`src/rtl/kpn_adder_node_if.sv`:
```
// FIFO-facing bundle of the KPN adder node.
// master = node side, slave = FIFO side.
interface kpn_adder_node_if #(
  parameter int DATA_W = 16
);
  logic              empty_a;
  logic              empty_b;
  logic [DATA_W-1:0] data_a;
  logic [DATA_W-1:0] data_b;
  logic              rd_a;
  logic              rd_b;
  logic              full_out;
  logic              wr_out;
  logic [DATA_W-1:0] data_out;

  modport master (
    input  empty_a, empty_b,
    input  data_a, data_b,
    input  full_out,
    output rd_a, rd_b,
    output wr_out, data_out
  );

  modport slave (
    output empty_a, empty_b,
    output data_a, data_b,
    output full_out,
    input  rd_a, rd_b,
    input  wr_out, data_out
  );
endinterface

```
`src/rtl/kpn_adder_node.sv`:
```
// KPN node: pops one token from A and B, pushes A+B downstream.
// KPN_ADDER_SATURATE_EN: signed saturating add with sticky ovf.
module kpn_adder_node #(
  parameter int DATA_W = 16,
  parameter int CNT_W  = 16
) (
  input  logic             clk,
  input  logic             reset,
  kpn_adder_node_if.master bus,
  output logic [CNT_W-1:0] token_count,
  output logic             ovf
);

  typedef enum logic [2:0] {
    IDLE,
    READ,
    CAPTURE,
    WAIT_OUT,
    PUSH
  } state_t;

  state_t state;

  logic [DATA_W:0]   raw;
  logic [DATA_W-1:0] sum;
  logic              clamp;

  always_comb begin
    raw   = {1'b0, bus.data_a} + {1'b0, bus.data_b};
    sum   = raw[DATA_W-1:0];
    clamp = 1'b0;
`ifdef KPN_ADDER_SATURATE_EN
    // same-sign operands with a flipped result sign overflowed
    if (!bus.data_a[DATA_W-1] && !bus.data_b[DATA_W-1]
        && raw[DATA_W-1]) begin
      sum   = {1'b0, {(DATA_W-1){1'b1}}};
      clamp = 1'b1;
    end else if (bus.data_a[DATA_W-1] && bus.data_b[DATA_W-1]
                 && !raw[DATA_W-1]) begin
      sum   = {1'b1, {(DATA_W-1){1'b0}}};
      clamp = 1'b1;
    end
`endif
  end

`ifndef KPN_ADDER_SATURATE_EN
  assign ovf = 1'b0;
`endif

  always_ff @(posedge clk or posedge reset) begin
    if (reset) begin
      state        <= IDLE;
      bus.rd_a     <= 1'b0;
      bus.rd_b     <= 1'b0;
      bus.wr_out   <= 1'b0;
      bus.data_out <= '0;
      token_count  <= '0;
`ifdef KPN_ADDER_SATURATE_EN
      ovf          <= 1'b0;
`endif
    end else begin
      unique case (state)
        IDLE: begin
          if (!bus.empty_a && !bus.empty_b) begin
            state    <= READ;
            bus.rd_a <= 1'b1;
            bus.rd_b <= 1'b1;
          end
        end
        READ: begin
          state    <= CAPTURE;
          bus.rd_a <= 1'b0;
          bus.rd_b <= 1'b0;
        end
        CAPTURE: begin
          bus.data_out <= sum;
`ifdef KPN_ADDER_SATURATE_EN
          if (clamp) ovf <= 1'b1;
`endif
          if (!bus.full_out) begin
            state      <= PUSH;
            bus.wr_out <= 1'b1;
          end else begin
            state <= WAIT_OUT;
          end
        end
        WAIT_OUT: begin
          if (!bus.full_out) begin
            state      <= PUSH;
            bus.wr_out <= 1'b1;
          end
        end
        PUSH: begin
          state       <= IDLE;
          bus.wr_out  <= 1'b0;
          token_count <= token_count + CNT_W'(1);
        end
        default: state <= IDLE;
      endcase
    end
  end

  logic unused_clamp;
  assign unused_clamp = clamp ^ raw[DATA_W];

endmodule

```
`src/flat_wrapper.sv`:
```
// flat-port wrapper written by rule: the top's interface ports become plain ports
module kpn_adder_node_flat 
#(
  parameter int DATA_W = 16,
  parameter int CNT_W  = 16
)
  (clk, reset, token_count, ovf, bus_empty_a, bus_empty_b, bus_data_a, bus_data_b, bus_full_out, bus_rd_a, bus_rd_b, bus_wr_out, bus_data_out);
  kpn_adder_node_if #(.DATA_W(DATA_W)) bus_i ();
  input  logic clk;
  input  logic reset;
  output logic [CNT_W-1:0] token_count;
  output logic ovf;
  input wire logic [$bits(bus_i.empty_a)-1:0] bus_empty_a;
  input wire logic [$bits(bus_i.empty_b)-1:0] bus_empty_b;
  input wire logic [$bits(bus_i.data_a)-1:0] bus_data_a;
  input wire logic [$bits(bus_i.data_b)-1:0] bus_data_b;
  input wire logic [$bits(bus_i.full_out)-1:0] bus_full_out;
  output wire logic [$bits(bus_i.rd_a)-1:0] bus_rd_a;
  output wire logic [$bits(bus_i.rd_b)-1:0] bus_rd_b;
  output wire logic [$bits(bus_i.wr_out)-1:0] bus_wr_out;
  output wire logic [$bits(bus_i.data_out)-1:0] bus_data_out;
  assign bus_i.empty_a = bus_empty_a;
  assign bus_i.empty_b = bus_empty_b;
  assign bus_i.data_a = bus_data_a;
  assign bus_i.data_b = bus_data_b;
  assign bus_i.full_out = bus_full_out;
  assign bus_rd_a = bus_i.rd_a;
  assign bus_rd_b = bus_i.rd_b;
  assign bus_wr_out = bus_i.wr_out;
  assign bus_data_out = bus_i.data_out;
  kpn_adder_node #(.DATA_W(DATA_W), .CNT_W(CNT_W)) u_core (.clk(clk), .reset(reset), .bus(bus_i), .token_count(token_count), .ovf(ovf));
endmodule
```
`config.mk`:
```
export PLATFORM = sky130hd
export DESIGN_NAME = kpn_adder_node_flat
export DESIGN_NICKNAME = d
export VERILOG_FILES = /design/src/rtl/kpn_adder_node_if.sv /design/src/rtl/kpn_adder_node.sv /design/src/flat_wrapper.sv
export SDC_FILE = /design/constraint.sdc
export NUM_CORES = 1
export LEC_CHECK = 0
export ABC_CLOCK_PERIOD_IN_PS = 2300
export BUFFER_PORTS_ARGS = -buffer_cell sky130_fd_sc_hd__buf_2
export CAP_MARGIN = 20
export CORE_MARGIN = 4
export CORE_UTILIZATION = 35
export DETAILED_ROUTE_END_ITERATION = 10
export GPL_TIMING_DRIVEN = 0
export SLEW_MARGIN = 40
export SYNTH_ARGS = -nofsm -noshare
export SYNTH_HDL_FRONTEND = slang
export SYNTH_SLANG_ARGS = --single-unit
```
`constraint.sdc`:
```
create_clock -name clk -period 2.3 [get_ports clk]
set_input_delay 0.46 -clock clk [delete_from_list [all_inputs] [get_ports clk]]
set_output_delay 0.46 -clock clk [all_outputs]
set_load 0.01 [all_outputs]
```
After elaboration in Yosys (flattened, before gate mapping)
Cells that the tools add are included.
Word-level totals
  register bits after elaboration: 37
  latch bits: 0
  memory bits (writable): 0
  memory bits (read-only): 0
  input port bits: 37
  output and inout bits: 36
  word-level logic and storage cells: 32
  memories kept: 0
Operators by class
  $add $sub $neg: 2
  multiply operators: 0
  div/mod/pow operators: 0
  magnitude comparators: 0
  equality and inequality tests: 7
  shifts and indexed selects: 0
  mux-type cells: 8
  bitwise logic cells: 0
  reductions and logical operators: 10
Operators with widths (number)
  adder 16 x 1 -> 16 bit, second input constant: 1
  adder 16 bit: 1
  one-hot mux 3 bit (4 select lines): 1
  2-to-1 mux 3 bit: 3
  == test 3 x 2 -> 1 bit, second input constant: 2
  AND reduction 2 bit: 3
  inequality test 2 bit, second input constant: 2
  one-hot mux 1 bit (2 select lines): 2
  nonzero test 2 bit: 2
  == test 3 x 1 -> 1 bit, second input constant: 1
  == test 3 bit, second input constant: 1
  logical NOT 3 bit: 1
  logical NOT 1 bit: 2
  2-to-1 mux 1 bit: 2
  inequality test 2 x 1 -> 1 bit, second input constant: 1
  OR reduction 2 bit: 1
  logical AND 1 bit: 1

Logic depth before layout (Yosys ltp)
Gate-level depths: netlist (run 1).
  depth in word-level cells: 4
  mapped depth: 7
  mapped depth without buffers: 7

Worst setup path before layout (run 1)
OpenSTA, ideal clock, no wires.
  kind: in2reg
  start: input port bus_data_b[0]
  end: register u_core.bus.data_out[14]
  setup time: 0.136 ns
  data arrival time: 1.921 ns
  data required time: 2.164 ns
  path slack: 0.243 ns
  cell stages on the path: 7
  buffers on the path: 0
  path through: ha_1 -> fa_1 -> a21o_1 -> a311oi_1 -> or3_1 -> o211a_1 -> o211ai_1
Between the ends
  cells in the longest elaborated chain, start to end: 1
RTL lines
  from (decl): line flat_wrapper.sv:16  | input wire logic [$bits(bus_i.data_b)-1:0] bus_data_b;
  adder 16 bit: line kpn_adder_node.sv:29  | raw = {1'b0, bus.data_a} + {1'b0, bus.data_b};
  to (signal assigned): line kpn_adder_node.sv:76  | bus.data_out <= sum;
  to (decl): line kpn_adder_node_if.sv:21  | output wr_out, data_out
No other way between the ends.
A chain may end at the register's enable or synchronous reset.

Final worst setup path (run 1)
  start: input port bus_data_b[0]
  end: register u_core.bus.data_out[12]
Same word-level chain as after synthesis.

==> results of run 1 <==
==> layout make-up <==
class,count,share of cell area
Multi-Input combinational cell,189,0.4605
Sequential cell,37,0.3191
Timing Repair Buffer,72,0.1320
Clock buffer,7,0.03320
Tap cell,77,0.03320
Buffer,6,0.01251
Inverter,6,0.007762
Clock inverter,1,0.001725
==> final timing paths <==
path / slack, ns / cells after the start / endpoint / startpoint
min in group clk: 0.36 / 2 / u_core.state[2] / bus_full_out
worst max-delay path: 0.21 / 8 / u_core.bus.data_out[12] / bus_data_b[0]
worst max register to register: 0.63 / 5 / u_core.token_count[11] / u_core.state[1]
worst min-delay path: 0.16 / 2 / u_core.bus.data_out[1] / reset
worst min register to register: 0.46 / 1 / u_core.token_count[15] / u_core.token_count[15]
max in group asynchronous: 1.70 / 3 / u_core.bus.data_out[12] / reset
==> flip-flops by register name, indices dropped and copies added (netlist names) <==
name,count
u_core.bus.data_out,16
u_core.bus.rd_a,1
u_core.bus.wr_out,1
u_core.state,3
u_core.token_count,16
==> cells in the final DEF, fill, tap and decap left out, drive strengths merged, types with 3 or more instances in the layout <==
master  count
nand3       9
a21o        4
nor3        5
xor2       10
dfrtp      37
o21ai      13
xnor2      14
buf        77
ha         16
or2         3
or4         3
nand2      28
clkbuf      8
a21oi      20
a211o       3
a31oi       3
inv         6
and2        3
nor2       13
nand4       9
==> worst reg2reg max path, stage by stage (launching register included) <==
cell	delay, ns
dfrtp_1	0.48
nor3b_4	0.46
nand4_4	0.21
nor2_4	0.17
nand3_1	0.11
xnor2_1	0.14
==> cell usage after synthesis (6+ instances only) <==
master and number:
ha_1 16, a21oi_1 20, o21ai_0 12, nand3_1 8, inv_1 6, nor2_1 10, dfrtp_1 37, nand2_1 27
xor2_1 10, nand4_1 8, xnor2_1 14
==> power breakdown <==
group / internal [mW] / switching, mW
registers: 0.861 / 0.174
clock network: 0.271 / 0.226
logic: 0.444 / 0.551
total: 1.58 / 0.950
==> kinds of logic (layout without fill, tap and decap cells) <==
family / after synthesis / after routing / share of synthesized area
AO/OA/AOI/OAI: 61 / 61 / 0.1698
XOR/XNOR: 24 / 24 / 0.09057
adder cells (fa/ha/maj): 17 / 17 / 0.09488
buffers and inverters: 12 / 92 / 0.02533
flip-flops: 37 / 37 / 0.3989
multiplexers: 2 / 2 / 0.009703
other: 1 / 1 / 0.001616
AND/OR/NAND/NOR: 84 / 84 / 0.2092
==> stage by stage <==
stage                     cells  setup TNS, ns  area (sq um)  utilization  hold slack [ns]
after floorplan             238              0          2321            -           0.4790
after global placement      386       -0.07197          2773       0.4342           0.4505
after detailed placement    387        -0.1420          2800       0.4385           0.4620
after CTS                   395              0          2902       0.4544           0.1642
after global routing        395              0          2902       0.4544           0.1835
final                       395              0          2902       0.4544           0.1571
==> layer usage <==
metal	vias up	GRT usage	wire length [microns]
li1	1024	-	-
met1	936	0.1808	2401
met2	65	0.2391	2575
met3	5	0.03410	364
met4	0	0.03248	40
met5	-	0	0
==> metrics.cfg, run 1 <==
[clock_network]
cts_hold_buffers=0
numCtsBuffers=5
cts_setup_buffers=0
cts_tree=done
clockBufferDepth=2
clock_latency_ns=0.28
cts_resized=0
cts.sinks=37
cts_max_level=2
path_clk_slew_ns=0.08
cts_root_buf=clkbuf_8

[timing]
rsz0062_at_grt=false
finalSetupViolCount=0
fmax_mhz=479.2
clock_skew_ns=0.004333
fin_crit_sh=0.9073
relSlewSlack=0.5791
period_minus_slack_ns=2.087
layout_setup_ws_ns=0.2132
tightest_slew_ns=0.6154
hold_viol_final=0
drv_slew=0

[worst_setup_path]
crit_chain=buf_2 -> ha_1 -> fa_1 -> a21o_1 -> a31oi_1 -> a2111oi_0 -> o21ai_0 -> o311ai_1
start_kind=input pin
cp.arrival_ns=2.23
cpPeakStageDelay_ns=0.41
crit_type=input pin to register
critPathBufInv=1
cp-end-kind=register
worst_path_max_delay_cell=fa_1
critPathTopFamily=compound AO/OA/AOI/OAI gates
required_ns=2.44
cp_max_fo=3

[drt]
routed_wirelength_microns=5382
via_per_inst=5.139
post_drt_wl_per_cell_microns=13.63
vias=2030
drt_iter0_markers=66
drtPass1Iterations=4
ant_nets=0
remaining_drc_errors=0

[global_route]
gr-total-overflow=0
grt_pass1_vias=1891
grt_use_total=0.1409
grt_pass1_wl_microns=8914
grt_max_degree=23
antenna_found_initial=0

[placement]
hpwl_microns=4300
portBuffers=71
dp_slack_ns=-0.07161
gp_congestion=0.8391

[floorplan]
io_pins=73
die_area_sq_mm=0.007999
dieHeight_microns=89.44
rows=29
die_w_microns=89.44
start_util=0.3634
core_sq_mm=0.006386

[logic_synthesis]
synth_top_area_frac=0.3989
syn_area_sq_mm=0.002321
synth_ff_type=dfrtp_1
synthTopCellsByArea=dfrtp_1, ha_1, xnor2_1
synth_top_area_cell=dfrtp_1
yosys_warnings=0
syn_avg_cell_area_sq_um=9.752
post_synth_num_cell_types=56
syn_inst=238
yosysSeqAreaShare=0.3989
syn-num-nets=292
synth_edf_count=0
ys_ff_latch=37
synthArstFlopShare=1.000

[power_and_ir_drop]
power_density_mw_per_mm2=870.5
ir_drop_mv=0.5136
p_total_mw=2.526
p_leak_nw=1.416

[final_layout]
drive_gt1_frac=0.3176
nets=371
n_fill_cell=664
diodes=0
syn_to_final_growth_pct=25.01
seq_area_sq_um=925.9
multi_input_area_sq_mm=0.001336

[worst_hold_path]
hp-class=input pin to asynchronous set/reset pin

[run]
maxCapViolCount=0

[run_status]
outcome=finished, final reports clean

Note: power is estimated with default switching activity, not from simulation.
==> run 2: changes to the inputs <==
- ABC_CLOCK_PERIOD_IN_PS: 2300 -> 1940
- BUFFER_PORTS_ARGS: -buffer_cell sky130_fd_sc_hd__buf_2 -> -buffer_cell sky130_fd_sc_hd__buf_4
- clock period: 2.3 -> 1.94 ns (I/O delays scaled with it)
==> metrics.cfg, run 2 (synthesis gave the netlist of run 1 again) <==
[floorplan]
rows=29
start_util=0.3634
die_w_microns=89.44
die_area_sq_mm=0.007999
io_pins=73
core_sq_mm=0.006386
dieHeight_microns=89.44

[drt]
remaining_drc_errors=0
drt_iter0_markers=49
vias=2037
drtPass1Iterations=4
via_per_inst=5.170
ant_nets=0
post_drt_wl_per_cell_microns=14.03
routed_wirelength_microns=5529

[worst_setup_path]
rr_worst_depth=5
reg2reg_slack_ns=0.29
critPathTopFamily=compound AO/OA/AOI/OAI gates
crit_type=input pin to register
timing.rr.end=u_core.token_count[13]
cp-end-kind=register
required_ns=2.11
crit_chain=buf_4 -> ha_1 -> fa_1 -> a21o_1 -> a311oi_2 -> or3_4 -> o211a_1 -> o211ai_1
start_kind=input pin
worst_path_max_delay_cell=fa_1
regToRegStartpoint=u_core.state[0]
cpPeakStageDelay_ns=0.41
critPathBufInv=1
cp.arrival_ns=2.02
cp_max_fo=3

[timing]
tightest_slew_ns=0.5474
finalSetupViolCount=0
fin_crit_sh=0.9557
rsz0062_at_grt=false
tns_ns=0
fmax_mhz=539.3
period_minus_slack_ns=1.854
hold_viol_final=0
hold_ws_ns=0.04750
drv_slew=0
layout_setup_ws_ns=0.08586
clock_skew_ns=0.009730
relSlewSlack=0.6341

[final_layout]
seq_area_sq_um=925.9
n_fill_cell=637
drive_gt1_frac=0.3249
reg.largest.list=u_core.bus.data_out (16), u_core.token_count (16), u_core.state (3)
multi_input_area_sq_mm=0.001359
nets=371
layout_commonest_cell=buf_4
layout_common_cells=buf_4, dfrtp_1, nand2_1
syn_to_final_growth_pct=32.67
final_util=0.4822
diodes=0

[power_and_ir_drop]
power_density_mw_per_mm2=1014
net-switching-power_mw=1.151
p_seq_frac=0.396
ir_drop_mv=0.7171
clkPwrFrac=0.176
internal-power_mw=1.972
p_sw_frac=0.3686
p_total_mw=3.123
p_comb_frac=0.428
p_leak_nw=1.451

[placement]
portBuffers=71
dp_slack_ns=-0.3145
hpwl_microns=4436
gp_congestion=0.8273

[clock_network]
cts_root_buf=clkbuf_8
cts_tree=done
cts_hold_buffers=0
cts.sinks=37
numCtsBuffers=5
cts_max_level=2
clock_latency_ns=0.29
cts_setup_buffers=0
clockBufferDepth=2
path_clk_slew_ns=0.08

[global_route]
grt_pass1_vias=1971
gr-total-overflow=0
antenna_found_initial=0
grt_use_total=0.1430
grt_pass1_wl_microns=9142
grt_max_degree=26

[run_status]
outcome=finished, final reports clean

[worst_hold_path]
hp-class=input pin to asynchronous set/reset pin

[run]
maxCapViolCount=0

[run 2: power by group through the flow]
stage / Combinational, mW / Sequential, mW / Clock [mW]
floorplan: 0.654 / 1.32 / 0
global placement: 1.33 / 1.25 / 0
detailed placement: 1.36 / 1.26 / 0
CTS: 1.36 / 1.24 / 0.572
global route: 1.51 / 1.27 / 0.595
finish: 1.34 / 1.24 / 0.549
[run 2: area by class of cell]
cell class,count,area share
Multi-Input combinational cell,189,0.4413
Sequential cell,37,0.3007
Timing Repair Buffer,72,0.1796
Tap cell,77,0.03129
Clock buffer,7,0.02804
Buffer,6,0.01178
Inverter,6,0.007314
[run 2: timing repair]
| action | CTS | global route |
|---|---|---|
| setup endpoints to repair | 1 | 3 |
| resized for setup | 1 | 3 |
| pin swaps | 0 | 1 |
[run 2: worst max-delay path by stage]
| stage | startpoint | endpoint | slack [ns] | cells past startpoint |
|---|---|---|---|---|
| 3_5_place_dp | bus_data_b[0] | u_core.bus.data_out[12] | -0.31 | 8 |
| 5_1_grt | bus_data_b[0] | u_core.bus.data_out[12] | 0.0002 | 8 |
| 4_1_cts | bus_data_b[0] | u_core.bus.data_out[14] | 0.01 | 8 |
| 6_report | bus_data_b[0] | u_core.bus.data_out[14] | 0.09 | 8 |
| 3_3_place_gp | bus_data_b[0] | u_core.bus.data_out[12] | -0.30 | 8 |
| 2_1_floorplan | bus_data_b[0] | u_core.bus.data_out[14] | -0.02 | 7 |
[run 2: stage by stage]
step	std cells	instance area, sq um
floorplan	238	2327
global placement	386	2957
detailed placement	387	2977
CTS	394	3069
global route	394	3079
finish	394	3079
[run 2: metal layers]
metal | GRT usage | wire length (microns) | up-vias | share of wire
met2 | 0.2425 | 2651 | 62 | 0.48
met5 | 0 | 0 | - | 0
li1 | - | - | 1029 | -
met1 | 0.1837 | 2433 | 941 | 0.44
met3 | 0.03226 | 383 | 5 | 0.069
met4 | 0.03654 | 61 | 0 | 0.011
